## src/rtl/mult_share_arbiter.sv

```systemverilog
// rtl/mult_share_arbiter.sv - round-robin arbiter sharing one 4-bit multiplier among N_REQ requesters
//
// Purpose: N_REQ requesters offer 4-bit operand pairs over valid/ready. A
// combinational round-robin search picks one requester per cycle, its operands
// go through the single shared multiplier_4bit, and the 8-bit product plus the
// requester ID land in a one-entry response register with backpressure.
//
// Ports:
//   clk         in   clock, all state on the rising edge
//   rst         in   asynchronous active-high reset
//   req_valid   in   [N_REQ]   per-requester request
//   req_a       in   [4*N_REQ] operand A, requester i at [4i+3:4i]
//   req_b       in   [4*N_REQ] operand B, same packing
//   req_ready   out  [N_REQ]   one-hot accept (or zero)
//   rsp_valid   out  response register holds a product
//   rsp_p       out  [8]       unsigned product
//   rsp_id      out  [ID_W]    requester that produced rsp_p
//   rsp_ready   in   downstream takes the response
//   stat_count  out  [16]      saturating accept counter
//
// Optional feature macro: MULT_SHARE_STATS_EN enables the accept counter;
// without it stat_count is tied to zero.

module multiplier_4bit (
  input  logic [3:0] a,
  input  logic [3:0] b,
  output logic [7:0] p
);
  // Widen before multiplying so the full 8-bit product is kept.
  assign p = {4'b0000, a} * {4'b0000, b};
endmodule

module mult_share_arbiter #(
  parameter int N_REQ = 4,
  parameter int ID_W  = $clog2(N_REQ)
) (
  input  logic                 clk,
  input  logic                 rst,
  input  logic [N_REQ-1:0]     req_valid,
  input  logic [4*N_REQ-1:0]   req_a,
  input  logic [4*N_REQ-1:0]   req_b,
  output logic [N_REQ-1:0]     req_ready,
  output logic                 rsp_valid,
  output logic [7:0]           rsp_p,
  output logic [ID_W-1:0]      rsp_id,
  input  logic                 rsp_ready,
  output logic [15:0]          stat_count
);

  typedef enum logic {
    EMPTY = 1'b0,
    FULL  = 1'b1
  } rsp_state_e;

  rsp_state_e      state_q, state_d;
  logic [7:0]      rsp_p_q, rsp_p_d;
  logic [ID_W-1:0] rsp_id_q, rsp_id_d;
  logic [ID_W-1:0] ptr_q, ptr_d;

  logic            hi_found, lo_found;
  logic [ID_W-1:0] hi_idx, lo_idx, grant_idx;
  logic            space, accept;
  logic [3:0]      mult_a, mult_b;
  logic [7:0]      mult_p;

  // Round-robin search from ptr. Scanning downwards leaves the lowest set
  // index in each variable: hi_* is the first requester at or above ptr,
  // lo_* the first overall, used when the search has to wrap past N_REQ-1.
  always_comb begin
    hi_found = 1'b0;
    hi_idx   = '0;
    lo_found = 1'b0;
    lo_idx   = '0;
    for (int i = N_REQ - 1; i >= 0; i--) begin
      if (req_valid[i]) begin
        lo_found = 1'b1;
        lo_idx   = ID_W'(i);
        if (ID_W'(i) >= ptr_q) begin
          hi_found = 1'b1;
          hi_idx   = ID_W'(i);
        end
      end
    end
    grant_idx = hi_found ? hi_idx : lo_idx;
  end

  assign space     = (state_q == EMPTY) || rsp_ready;
  assign accept    = lo_found && space;
  assign req_ready = accept ? (N_REQ'(1) << grant_idx) : '0;

  // Operand mux feeding the single shared multiplier.
  always_comb begin
    mult_a = '0;
    mult_b = '0;
    for (int i = 0; i < N_REQ; i++) begin
      if (ID_W'(i) == grant_idx) begin
        mult_a = req_a[4*i +: 4];
        mult_b = req_b[4*i +: 4];
      end
    end
  end

  multiplier_4bit u_mult (
    .a (mult_a),
    .b (mult_b),
    .p (mult_p)
  );

  always_comb begin
    state_d  = state_q;
    rsp_p_d  = rsp_p_q;
    rsp_id_d = rsp_id_q;
    ptr_d    = ptr_q;
    if (accept) begin
      // Covers drain-and-refill too: the new product simply overwrites.
      state_d  = FULL;
      rsp_p_d  = mult_p;
      rsp_id_d = grant_idx;
      ptr_d    = (grant_idx == ID_W'(N_REQ - 1)) ? '0 : grant_idx + ID_W'(1);
    end else if ((state_q == FULL) && rsp_ready) begin
      state_d = EMPTY;
    end
  end

  always_ff @(posedge clk or posedge rst) begin
    if (rst) begin
      state_q  <= EMPTY;
      rsp_p_q  <= '0;
      rsp_id_q <= '0;
      ptr_q    <= '0;
    end else begin
      state_q  <= state_d;
      rsp_p_q  <= rsp_p_d;
      rsp_id_q <= rsp_id_d;
      ptr_q    <= ptr_d;
    end
  end

  assign rsp_valid = (state_q == FULL);
  assign rsp_p     = rsp_p_q;
  assign rsp_id    = rsp_id_q;

`ifdef MULT_SHARE_STATS_EN
  logic [15:0] stat_count_q, stat_count_d;

  always_comb begin
    stat_count_d = stat_count_q;
    if (accept && (stat_count_q != 16'hFFFF)) begin
      stat_count_d = stat_count_q + 16'd1;
    end
  end

  always_ff @(posedge clk or posedge rst) begin
    if (rst) begin
      stat_count_q <= '0;
    end else begin
      stat_count_q <= stat_count_d;
    end
  end

  assign stat_count = stat_count_q;
`else
  assign stat_count = 16'h0000;
`endif

endmodule

```

## config.mk

```make
export PLATFORM = sky130hd
export DESIGN_NAME = mult_share_arbiter
export DESIGN_NICKNAME = d
export VERILOG_FILES = /design/src/rtl/mult_share_arbiter.sv
export SDC_FILE = /design/constraint.sdc
export NUM_CORES = 1
export LEC_CHECK = 0
export CAP_MARGIN = 5
export CORE_MARGIN = 5
export CORE_UTILIZATION = 42
export DETAILED_ROUTE_END_ITERATION = 8
export PLACE_DENSITY = 0.83
export SLEW_MARGIN = 20
export SYNTH_ARGS = -nofsm -noshare
export SYNTH_HDL_FRONTEND = slang
export SYNTH_HIERARCHICAL = 1
export SYNTH_SLANG_ARGS = --single-unit
```

## constraint.sdc

```tcl
create_clock -name clk -period 4.8 [get_ports clk]
set_input_delay 0.96 -clock clk [delete_from_list [all_inputs] [get_ports clk]]
set_output_delay 0.96 -clock clk [all_outputs]
set_load 0.01 [all_outputs]
```

==> results.yml <==
status:
  status: "complete, no violations"
setup_path:
  start_kind: "input port"
  reg2reg_slack_ps: 490
  arrival_ps: 4930
  worstPathMaxFanout: 8
  cp-end-kind: "flop"
  critPathRequiredTime_ps: 5020
  critPathKind: "input port to flop"
placed_design:
  dpl.hpwl_um: 3130
  gp_congestion: 0.816
  dpl_cell_area_mm2: 0.00217
  numPortBuffers: 53
  pre_cts_ws_ps: -712
yosys:
  synth_ff_type: "dfrtp_1"
  synthTopCellsByArea: "dfrtp_1 22%, ha_1 13%, buf_4 8.0%"
  synth_fa_ha_area_share_pct: 18.6
  synth_cell_type_count: 36
  yosysWarnings: 6
  avgSynthCellArea_um2: 9.46
  synth-edff-count: 0
  synthArstFlopShare_pct: 100
  yosysTopAreaCellShare_pct: 21.6
  synthXorXnorAreaFrac_pct: 1.75
  synth_common_cells: "17 x and2_1, 16 x buf_4, 16 x ha_1"
  synth_compound_area_share_pct: 15.4
  muxShareOfSynthArea_pct: 10.1
  synthCells: 159
  yosysSeqAreaShare_pct: 21.6
  synthesis.area_mm2: 0.00150
  synthSimpleGateAreaFrac_pct: 19.6
  yosys.area.top_type: "dfrtp_1"
  synth.most_common_cell: "and2_1"
  synth_top_family_by_area: "simple AND/OR/NAND/NOR gates"
  ys_seq_elements: 13
cells_and_area:
  final_nets: 297
  area_growth_pct: 60.1
  diodes: 0
  fillerInstances: 239
  final_area_mm2: 0.00241
  drive_gt1_share_pct: 32.1
routing:
  drt_first_pass_iters: 4
  dr_total_vias: 1433
  viasPerCell: 5.06
  first_iter_violations: 31
  drc: 0
  drt_wl_total_um: 4620
  avgRoutedWirePerCell_um: 16.3
  antenna_left: 0
power:
  ir_drop_mv: 0.435
  p_per_area_mw_per_mm2: 650
  p_leak_nw: 1.11
clock_tree:
  clockBufferDepth: 2
  cts_buffers: 3
  clock_sinks: 13
  postCtsHoldBufs: 0
  cts.reportedPaths.clkPinSlew_ps: 90
  root_buffer: "clkbuf_4"
  clock_latency_ps: 280
  tritoncts: "done"
  htree_levels: 1
sta:
  period_share_pct: 98.1
  fmax_mhz: 212
  hold_viol: 0
  maxSlewViolCount: 0
  min_period_ps: 4710
  clock_skew_ps: 1.88
  worst_slack_ps: 89.8
  finalSetupViolCount: 0
grt:
  grt_pass1_wl_um: 6450
  grt_usage_pct: 16.1
  grt_overflow: 0
  grt_max_degree: 18
  grt_pass1_vias: 1432
  antenna_found_initial: 0
floorplan:
  io_pins: 70
  dieArea_mm2: 0.00488
  core_mm2: 0.00339
  initial_core_util_pct: 44.4
  die_w_um: 69.8
  die_h_um: 69.8
  std_cell_rows: 21
hold_path:
  hp-class: "flop to flop"
flow_run:
  maxCapViolations: 0
cell usage in the layout, fill, tap and decap left out, drive strengths merged:
master	n
fa	4
a21oi	4
inv	10
clkdlybuf4s50	49
nor2b	12
o22ai	1
xor2	1
o2111ai	1
ha	16
o21ai	3
buf	28
a211oi	1
o31ai	8
nor3b	4
mux2	11
xnor2	2
conb	16
a21o	2
a221oi	8
nand2	11
a31oi	1
dfrtp	13
nand2b	1
nor4	1
or4b	1
nor2	1
mux2i	1
and2	17
clkbuf	7
dlygate4sd2	1
o32a	1
metal layers:
layer | track usage [%] | share of wire [%] | vias up
li1 | - | - | 682
met1 | 17.5 | 39 | 700
met2 | 31.7 | 56 | 45
met3 | 2.61 | 4.1 | 6
met4 | 3.62 | 1.6 | 0
met5 | 0 | 0 | -
state kept, by name, indices dropped and copies added (netlist names):
| register | count |
|---|---|
| rsp_p | 8 |
| ptr_q | 2 |
| rsp_id | 2 |
| rsp_valid | 1 |
cell families (layout without fill, tap and decap cells):
family / Yosys count / after routing
adders and majority gates: 20 / 20
AOI/OAI and AO/OA: 30 / 30
DFF: 13 / 13
other: 1 / 16
xor gates and xnor gates: 3 / 3
muxes: 12 / 12
buffers and inverters: 32 / 95
and+or+nand+nor: 48 / 48
critical path, stage by stage:
cell,delay [ps]
dlygate4sd2_1,260
o32a_1,400
inv_2,110
ha_4,140
nor2b_4,160
buf_6,150
a221oi_1,80
o31ai_1,250
buf_4,170
nand2_2,60
fa_1,530
inv_1,50
fa_2,460
ha_4,310
a211oi_4,60
or4b_4,540
o2111ai_2,90
mux2_4,160
what timing repair did:
item,4_1_cts,5_1_grt
setup buffers,6,1
setup endpoints to repair,5,4
resized for setup,23,21
cloned,0,0
pin swaps,12,10
path summary, 6_finish.rpt:
kind	start	endpoint	cells after the start
worst min-delay path	rsp_p[4]	rsp_p[4]	1
worst max register to register	ptr_q[1]	rsp_p[7]	18
worst min register to register	rsp_p[4]	rsp_p[4]	1
max in group asynchronous	rst	rsp_p[7]	2
worst max-delay path	req_valid[3]	rsp_p[7]	18
min in group asynchronous	rst	rsp_valid	2
layout make-up:
type / count / area (um2) / share of cell area [%]
Tap cell: 46 / 57.6 / 2.39
Sequential cell: 13 / 325 / 13.5
Clock buffer: 4 / 26.3 / 1.09
Inverter: 10 / 37.5 / 1.56
Timing Repair Buffer: 81 / 728 / 30.2
Multi-Input combinational cell: 129 / 1230 / 51.2
report_power, final:
part | total (mW) | internal (mW) | switching (mW)
Sequential | 0.194 | 0.155 | 0.0385
Combinational | 1.30 | 0.715 | 0.585
Clock | 0.0722 | 0.0322 | 0.0400
Total | 1.57 | 0.902 | 0.663
through the flow:
step                power [mW]  setup TNS, ps  instances  utilization, %  hold WS, ps
finish                    1.57              0        283            71.0          518
global route              1.68          -16.5        283            71.0          547
CTS                       1.41              0        282            68.6          520
detailed placement        1.22          -2830        272            64.0          500
global placement          1.19          -2040        272            64.0          493
floorplan                0.840              0        174               -          505
No activity file was read; power rests on OpenSTA's default activity.
